`src/rtl/id_stage_fwd.sv`:
```
// rtl/id_stage_fwd.sv - LA32R decode stage with operand forwarding, load-use stall, branch resolve and ID/EXE register.
// Optional HAZARD_STAT_EN adds stall_cnt / flush_cnt statistics outputs.
module id_stage_fwd #(
    parameter int          NUM_FWD  = 3,
    parameter logic [31:0] RESET_PC = 32'h1c000000
) (
    input  logic                   clk,
    input  logic                   resetn,
    input  logic                   fs_to_ds_valid,
    input  logic [31:0]            fs_pc,
    input  logic [31:0]            fs_inst,
    output logic                   ds_allow_in,
    output logic [4:0]             rf_raddr1,
    output logic [4:0]             rf_raddr2,
    input  logic [31:0]            rf_rdata1,
    input  logic [31:0]            rf_rdata2,
    input  logic [NUM_FWD-1:0]     fwd_we,
    input  logic [NUM_FWD-1:0]     fwd_is_load,
    input  logic [5*NUM_FWD-1:0]   fwd_waddr,
    input  logic [32*NUM_FWD-1:0]  fwd_wdata,
    output logic                   br_taken,
    output logic [31:0]            br_target,
    input  logic                   es_allow_in,
    output logic                   es_valid,
    output logic [31:0]            es_pc,
    output logic [11:0]            es_alu_op,
    output logic [31:0]            es_alu_src1,
    output logic [31:0]            es_alu_src2,
    output logic                   es_mem_re,
    output logic [3:0]             es_mem_we,
    output logic [31:0]            es_st_data,
    output logic                   es_rf_we,
    output logic [4:0]             es_rf_waddr
`ifdef HAZARD_STAT_EN
    ,
    output logic [31:0]            stall_cnt,
    output logic [31:0]            flush_cnt
`endif
);

    logic        r_ds_valid;
    logic [31:0] r_ds_pc;
    logic [31:0] r_ds_inst;

    logic [4:0]  w_rd, w_rj, w_rk;
    assign w_rd = r_ds_inst[4:0];
    assign w_rj = r_ds_inst[9:5];
    assign w_rk = r_ds_inst[14:10];

    logic w_add, w_sub, w_slt, w_sltu, w_nor, w_and, w_or, w_xor;
    logic w_slli, w_srli, w_srai, w_addi, w_ld, w_st, w_lu12i;
    logic w_jirl, w_b, w_bl, w_beq, w_bne, w_blt, w_bge, w_bltu, w_bgeu;
    assign w_add   = r_ds_inst[31:15] == 17'h00020;
    assign w_sub   = r_ds_inst[31:15] == 17'h00022;
    assign w_slt   = r_ds_inst[31:15] == 17'h00024;
    assign w_sltu  = r_ds_inst[31:15] == 17'h00025;
    assign w_nor   = r_ds_inst[31:15] == 17'h00028;
    assign w_and   = r_ds_inst[31:15] == 17'h00029;
    assign w_or    = r_ds_inst[31:15] == 17'h0002a;
    assign w_xor   = r_ds_inst[31:15] == 17'h0002b;
    assign w_slli  = r_ds_inst[31:15] == 17'h00081;
    assign w_srli  = r_ds_inst[31:15] == 17'h00089;
    assign w_srai  = r_ds_inst[31:15] == 17'h00091;
    assign w_addi  = r_ds_inst[31:22] == 10'h00a;
    assign w_ld    = r_ds_inst[31:22] == 10'h0a2;
    assign w_st    = r_ds_inst[31:22] == 10'h0a6;
    assign w_lu12i = r_ds_inst[31:25] == 7'h0a;
    assign w_jirl  = r_ds_inst[31:26] == 6'h13;
    assign w_b     = r_ds_inst[31:26] == 6'h14;
    assign w_bl    = r_ds_inst[31:26] == 6'h15;
    assign w_beq   = r_ds_inst[31:26] == 6'h16;
    assign w_bne   = r_ds_inst[31:26] == 6'h17;
    assign w_blt   = r_ds_inst[31:26] == 6'h18;
    assign w_bge   = r_ds_inst[31:26] == 6'h19;
    assign w_bltu  = r_ds_inst[31:26] == 6'h1a;
    assign w_bgeu  = r_ds_inst[31:26] == 6'h1b;

    logic w_is_3r, w_is_shi, w_is_cbr, w_link, w_src1_used, w_src2_used;
    assign w_is_3r     = w_add | w_sub | w_slt | w_sltu | w_nor | w_and | w_or | w_xor;
    assign w_is_shi    = w_slli | w_srli | w_srai;
    assign w_is_cbr    = w_beq | w_bne | w_blt | w_bge | w_bltu | w_bgeu;
    assign w_link      = w_jirl | w_bl;
    assign w_src1_used = w_is_3r | w_is_shi | w_addi | w_ld | w_st | w_jirl | w_is_cbr;
    assign w_src2_used = w_is_3r | w_is_cbr | w_st;

    // Conditional branches and stores compare/store the rd register, so port 2 reads rd for them.
    assign rf_raddr1 = w_rj;
    assign rf_raddr2 = (w_is_cbr | w_st) ? w_rd : w_rk;

    logic [31:0] w_src1_fwd, w_src2_fwd;
    logic        w_src1_ld, w_src2_ld;
    always_comb begin
        w_src1_fwd = rf_rdata1;
        w_src2_fwd = rf_rdata2;
        w_src1_ld  = 1'b0;
        w_src2_ld  = 1'b0;
        // Walk oldest to youngest so the lowest-index hit is the last one written.
        for (int i = NUM_FWD - 1; i >= 0; i--) begin
            if (fwd_we[i] && (fwd_waddr[i*5 +: 5] != 5'd0) && (fwd_waddr[i*5 +: 5] == rf_raddr1)) begin
                w_src1_fwd = fwd_wdata[i*32 +: 32];
                w_src1_ld  = fwd_is_load[i];
            end
            if (fwd_we[i] && (fwd_waddr[i*5 +: 5] != 5'd0) && (fwd_waddr[i*5 +: 5] == rf_raddr2)) begin
                w_src2_fwd = fwd_wdata[i*32 +: 32];
                w_src2_ld  = fwd_is_load[i];
            end
        end
        if (rf_raddr1 == 5'd0) begin
            w_src1_fwd = 32'd0;
        end
        if (rf_raddr2 == 5'd0) begin
            w_src2_fwd = 32'd0;
        end
    end

    logic w_hazard, w_ds_ready_go, w_ds_to_es;
    assign w_hazard      = (w_src1_used & w_src1_ld) | (w_src2_used & w_src2_ld);
    assign w_ds_ready_go = ~w_hazard;
    assign ds_allow_in   = ~r_ds_valid | (w_ds_ready_go & es_allow_in);
    assign w_ds_to_es    = r_ds_valid & w_ds_ready_go & es_allow_in;

    logic        w_eq, w_lt_s, w_lt_u, w_take;
    logic [31:0] w_offs16, w_offs26;
    assign w_eq     = w_src1_fwd == w_src2_fwd;
    assign w_lt_s   = $signed(w_src1_fwd) < $signed(w_src2_fwd);
    assign w_lt_u   = w_src1_fwd < w_src2_fwd;
    assign w_take   = w_jirl | w_b | w_bl
                    | (w_beq & w_eq) | (w_bne & ~w_eq)
                    | (w_blt & w_lt_s) | (w_bge & ~w_lt_s)
                    | (w_bltu & w_lt_u) | (w_bgeu & ~w_lt_u);
    assign w_offs16 = {{14{r_ds_inst[25]}}, r_ds_inst[25:10], 2'b00};
    assign w_offs26 = {{4{r_ds_inst[9]}}, r_ds_inst[9:0], r_ds_inst[25:10], 2'b00};

    assign br_taken  = w_ds_to_es & w_take;
    assign br_target = w_jirl ? (w_src1_fwd + w_offs16)
                     : (w_b | w_bl) ? (r_ds_pc + w_offs26)
                     : (r_ds_pc + w_offs16);

    logic [11:0] w_alu_op;
    logic [31:0] w_alu_src1, w_alu_src2;
    logic [4:0]  w_dest;
    logic        w_rf_we;
    assign w_alu_op   = {w_lu12i, w_srai, w_srli, w_slli, w_xor, w_or, w_nor, w_and,
                         w_sltu, w_slt, w_sub, w_add | w_addi | w_ld | w_st | w_link};
    assign w_alu_src1 = w_link ? r_ds_pc : w_src1_fwd;
    assign w_alu_src2 = w_link ? 32'd4
                      : (w_addi | w_ld | w_st) ? {{20{r_ds_inst[21]}}, r_ds_inst[21:10]}
                      : w_is_shi ? {27'd0, r_ds_inst[14:10]}
                      : w_lu12i ? {r_ds_inst[24:5], 12'd0}
                      : w_src2_fwd;
    assign w_dest     = w_bl ? 5'd1 : w_rd;
    assign w_rf_we    = (w_is_3r | w_is_shi | w_addi | w_ld | w_link | w_lu12i) & (w_dest != 5'd0);

    always_ff @(posedge clk or negedge resetn) begin
        if (!resetn) begin
            r_ds_valid <= 1'b0;
            r_ds_pc    <= RESET_PC;
            r_ds_inst  <= 32'd0;
        end else if (br_taken) begin
            r_ds_valid <= 1'b0;
        end else if (ds_allow_in) begin
            r_ds_valid <= fs_to_ds_valid;
            if (fs_to_ds_valid) begin
                r_ds_pc   <= fs_pc;
                r_ds_inst <= fs_inst;
            end
        end
    end

    logic        r_es_valid, r_es_mem_re, r_es_rf_we;
    logic [31:0] r_es_pc, r_es_alu_src1, r_es_alu_src2, r_es_st_data;
    logic [11:0] r_es_alu_op;
    logic [3:0]  r_es_mem_we;
    logic [4:0]  r_es_rf_waddr;
    always_ff @(posedge clk or negedge resetn) begin
        if (!resetn) begin
            r_es_valid    <= 1'b0;
            r_es_pc       <= RESET_PC;
            r_es_alu_op   <= 12'd0;
            r_es_alu_src1 <= 32'd0;
            r_es_alu_src2 <= 32'd0;
            r_es_mem_re   <= 1'b0;
            r_es_mem_we   <= 4'd0;
            r_es_st_data  <= 32'd0;
            r_es_rf_we    <= 1'b0;
            r_es_rf_waddr <= 5'd0;
        end else if (es_allow_in) begin
            r_es_valid <= w_ds_to_es;
            if (w_ds_to_es) begin
                r_es_pc       <= r_ds_pc;
                r_es_alu_op   <= w_alu_op;
                r_es_alu_src1 <= w_alu_src1;
                r_es_alu_src2 <= w_alu_src2;
                r_es_mem_re   <= w_ld;
                r_es_mem_we   <= w_st ? 4'hf : 4'h0;
                r_es_st_data  <= w_src2_fwd;
                r_es_rf_we    <= w_rf_we;
                r_es_rf_waddr <= w_dest;
            end
        end
    end

    assign es_valid    = r_es_valid;
    assign es_pc       = r_es_pc;
    assign es_alu_op   = r_es_alu_op;
    assign es_alu_src1 = r_es_alu_src1;
    assign es_alu_src2 = r_es_alu_src2;
    assign es_mem_re   = r_es_mem_re;
    assign es_mem_we   = r_es_mem_we;
    assign es_st_data  = r_es_st_data;
    assign es_rf_we    = r_es_rf_we;
    assign es_rf_waddr = r_es_rf_waddr;

`ifdef HAZARD_STAT_EN
    logic [31:0] r_stall_cnt, r_flush_cnt;
    always_ff @(posedge clk or negedge resetn) begin
        if (!resetn) begin
            r_stall_cnt <= 32'd0;
            r_flush_cnt <= 32'd0;
        end else begin
            if (r_ds_valid && w_hazard) begin
                r_stall_cnt <= r_stall_cnt + 32'd1;
            end
            if (br_taken) begin
                r_flush_cnt <= r_flush_cnt + 32'd1;
            end
        end
    end
    assign stall_cnt = r_stall_cnt;
    assign flush_cnt = r_flush_cnt;
`endif

endmodule
```
`config.mk`:
```
export PLATFORM = sky130hd
export DESIGN_NAME = id_stage_fwd
export DESIGN_NICKNAME = d
export VERILOG_FILES = /design/src/rtl/id_stage_fwd.sv
export SDC_FILE = /design/constraint.sdc
export NUM_CORES = 1
export LEC_CHECK = 0
export BUFFER_PORTS_ARGS = -buffer_cell sky130_fd_sc_hd__buf_2
export CAP_MARGIN = 25
export CORE_MARGIN = 1
export CORE_UTILIZATION = 54
export DETAILED_ROUTE_END_ITERATION = 8
export GPL_TIMING_DRIVEN = 0
export PLACE_DENSITY = 0.88
export SLEW_MARGIN = 15
export SYNTH_ARGS = -nofsm -noshare
export SYNTH_HDL_FRONTEND = slang
export SYNTH_SLANG_ARGS = --single-unit
```
`constraint.sdc`:
```
create_clock -name clk -period 7.7 [get_ports clk]
set_input_delay 0.77 -clock clk [delete_from_list [all_inputs] [get_ports clk]]
set_output_delay 0.77 -clock clk [all_outputs]
set_load 0.005 [all_outputs]
```
==> results by group <==
Outcome
  – Status: finished, final reports clean

Yosys
  – Sequential fraction of the synthesis area: 33.23%
  – Post-synth net total: 2226
  – Post-synthesis cell area: 0.01614 mm^2
  – YS warnings: 0
  – Top FF cell, synth: dfrtp_1
  – Asr flop ratio synth: 100.0%
  – Synthesis-stage register bit count: 214
  – Synth cell types: 72
  – Synth Area per Inst: between 8 and 9 um^2
  – Post-synth EDFFs: 0
  – Post-Synthesis Cells: 1885

STA
  – Fin worst setup slack: 0.09465 ns
  – Worst relative slew slack: 24.18%
  – Number of setup violations in the final report: 0
  – Final cycle utilization of the critical path: 98.77%
  – Worst-margin pin slew: 1.137 ns
  – FMAX: 131.5 MHz
  – Fin crit period: roughly 7.6 ns
  – RSZ-0062 raised after global routing: no
  – Pins Over Slew Limit: 0
  – Clock Skews: 0.02918 ns
  – Final hold violations: 0

Clock network
  – Max Buffers Root-to-Sink: 3
  – CTS root buffer: clkbuf_16
  – Clk slew on worst S/H paths: 0.07 ns
  – Clk Latency, worst-skew pair: about 0.56 ns
  – TritonCTS Buffers: 24
  – Clk sinks: between 200 and 250
  – Htree depth: 1
  – CTS tree: done

Die
  – Initial Util: 55.48%
  – Core area: slightly below 0.03 mm^2
  – Io pins: 445
  – Cell Rows: 62
  – Die ar.: 0.03058 mm^2
  – Die Y: between 150 and 200 um
  – Die X: 174.9 um

Power
  – Psw: 3.070 mW
  – Sequential share of power: approximately 28%
  – Sw Ratio: 44.94%
  – Total power draw: just under 7 mW
  – Peak supply drop: 0.3159 mV
  – Power per cell area: 344.0 mW/mm^2
  – Int Pwr: 3.761 mW
  – Pleak: slightly above 9 nW
  – Comb power frac: between 50% and 60%
  – Clock power share: 18.3%

Placement
  – Number of buffers added on ports: 444
  – GP Congestion: 1.053
  – DPL Wire Length: 59560 um
  – Pre-CTS setup slack: -0.1649 ns

Cells and area
  – Post-layout nets: 2702
  – Most frequent cells in the layout: buf_2, dfrtp_1, a21oi_1, nand2_1, nor2_1
  – Area grow syn2layout: 23.05%
  – Commonest non-fill, non-tap cell in the layout: buf_2
  – Final core occ: 68.27%
  – Ratio of cells with drive above 1 in the final layout: 25.80%

Global routing
  – First-pass GRT wire length: 111900 um
  – Total global routing overflow: 0
  – Initial antenna violation count: 4
  – Total GRT Usage: 49.12%
  – Largest net degree at the start of global routing: about 100
  – Vias in the first global route: 17910

Worst setup path
  – Critical Path RT: 6.93 ns
  – Reg-to-reg startpoint: r_ds_inst[25]
  – Crit Path Class: flip-flop to primary output
  – Worst-path fanout max: 10
  – Endpoint type of the worst setup path: primary output
  – Crit path DAT: 6.84 ns
  – R2R cell count: 24
  – R2R setup slack: 0.40 ns
  – FF-to-FF End: r_ds_pc[7]
  – Worst setup SP type: flip-flop

Route
  – Number of remaining DRC errors: 0
  – Via density: 6.723
  – Routed WL: 76490 um
  – Antenna Nets Post-Route: 0
  – TritonRoute pass-1 iters: 7
  – Initial drt markers: about 2400
  – Vias: 18560
  – Routed length per placed instance: around 28 um

Job
  – Max-cap violations: 0

Worst hold path
  – Worst min-delay path category: input pin to async pin
[worst max path at each step]
stage	from	slack [ns]	end	cells past startpoint
2_1_floorplan	fwd_waddr[5]	1.95	br_target[28]	20
3_3_place_gp	fwd_waddr[5]	-0.09	br_target[31]	22
3_5_place_dp	r_ds_inst[25]	-0.16	r_ds_pc[6]	23
4_1_cts	r_ds_inst[5]	0.007	br_target[30]	23
5_1_grt	r_ds_inst[8]	0.01	br_target[31]	20
6_report	r_ds_inst[5]	0.09	br_target[31]	21
[final cells by class]
class / count / area (um^2)
diodes: 1 / 2.502
flip-flops and latches: 214 / 5364
plain buffers: 137 / 644.4
well taps: 384 / 480.5
repair buffers: 452 / 2330
multi-input cells: 1503 / 10100
inverters: 29 / 108.9
fillers: 2305 / 9231
clock inverters: 9 / 170.2
clock buffers: 32 / 660.6
[cell families after synthesis]
logic type	count (synthesis)	share of synthesized area, %
AO/OA/AOI/OAI	571	22.03
XOR/XNOR	77	4.179
adder cells (fa/ha/maj)	92	7.225
buffers and inverters	168	4.597
flip-flops	214	33.23
multiplexers	172	11.43
AND/OR/NAND/NOR	591	17.30
[through the flow]
step	hold slack, ns	TNS (ns)	instance area (um^2)	cells
after floorplan	0.4673	0	16140	1885
after global placement	0.4571	-3.249	18840	2713
after detailed placement	0.4633	-7.083	18920	2716
after CTS	0.04574	0	19790	2757
after global routing	0.06424	0	19860	2761
final	0.05455	0	19860	2761
[worst max-delay path, stage by stage, from the launching register on]
cell and delay (ns):
dfrtp_1 0.35, buf_1 0.63, xnor2_1 0.19, nand3_1 0.14, nor4_4 0.51, clkbuf_2 0.51
mux2i_1 0.27, a211oi_1 0.12, a21oi_1 0.58, nor2_1 0.14, ha_1 0.30, clkbuf_1 0.26
and4_1 0.26, and2_1 0.21, nand3_1 0.12, o21ai_0 0.41, a221oi_1 0.18, a21oi_1 0.26
a31oi_1 0.18, xnor2_1 0.16, mux2i_1 0.27, buf_2 0.19
[registers in the layout (all words and copies together) (netlist names)]
name / cells
es_alu_op: 12
es_alu_src1: 32
es_alu_src2: 32
es_mem_re: 1
es_mem_we: 1
es_pc: 32
es_rf_waddr: 5
es_rf_we: 1
es_st_data: 32
es_valid: 1
r_ds_inst: 32
r_ds_pc: 32
r_ds_valid: 1
[layer usage]
| layer | global-route usage, % | vias up | routed length (um) |
|---|---|---|---|
| met5 | 0 | - | 30 |
| met4 | 26.63 | 4 | 5041 |
| met3 | 11.64 | 325 | 9515 |
| met2 | 76.62 | 1575 | 33620 |
| met1 | 62.96 | 8844 | 28290 |
| li1 | - | 7813 | - |
[synth_stat cells, drive strengths merged (8+ instances only)]
master / n / area share (%)
nand3: 54 / 1.7
a21oi: 200 / 6.2
buf: 54 / 1.9
nand2: 198 / 4.6
or4: 8 / 0.37
o21ai: 141 / 4.4
o21bai: 9 / 0.42
dfrtp: 208 / 32
nand4: 14 / 0.58
clkbuf: 85 / 2.0
nor4: 14 / 0.71
a21o: 33 / 1.5
a211oi: 44 / 2.0
or2: 19 / 0.74
nor2b: 28 / 1.1
nor2: 154 / 3.6
o31ai: 17 / 0.79
a22oi: 29 / 1.3
nand2b: 16 / 0.62
mux2i: 73 / 4.5
mux2: 99 / 6.9
ha: 90 / 7.0
inv: 29 / 0.67
o22ai: 9 / 0.35
xnor2: 45 / 2.4
a22o: 26 / 1.4
nor3: 51 / 1.6
a221oi: 9 / 0.49
o41ai: 8 / 0.43
o211ai: 15 / 0.78
xor2: 32 / 1.7
[what timing repair did]
action | in CTS | in global routing
cloned | 0 | 0
setup buffers | 0 | 5
gates resized for setup | 10 | 24
hold buffers | 0 | 0
pin swaps | 2 | 2
endpoints found under the setup margin | 62 | 64
[power by group through the flow]
stage | registers (mW) | logic (mW) | clock network, mW
detailed placement | 1.86 | 3.52 | 0
CTS | 1.86 | 3.58 | 1.24
global placement | 1.83 | 3.42 | 0
finish | 1.89 | 3.69 | 1.25
floorplan | 1.79 | 2.09 | 0
global route | 1.91 | 3.94 | 1.28
Power figures use the tool's default switching activity.
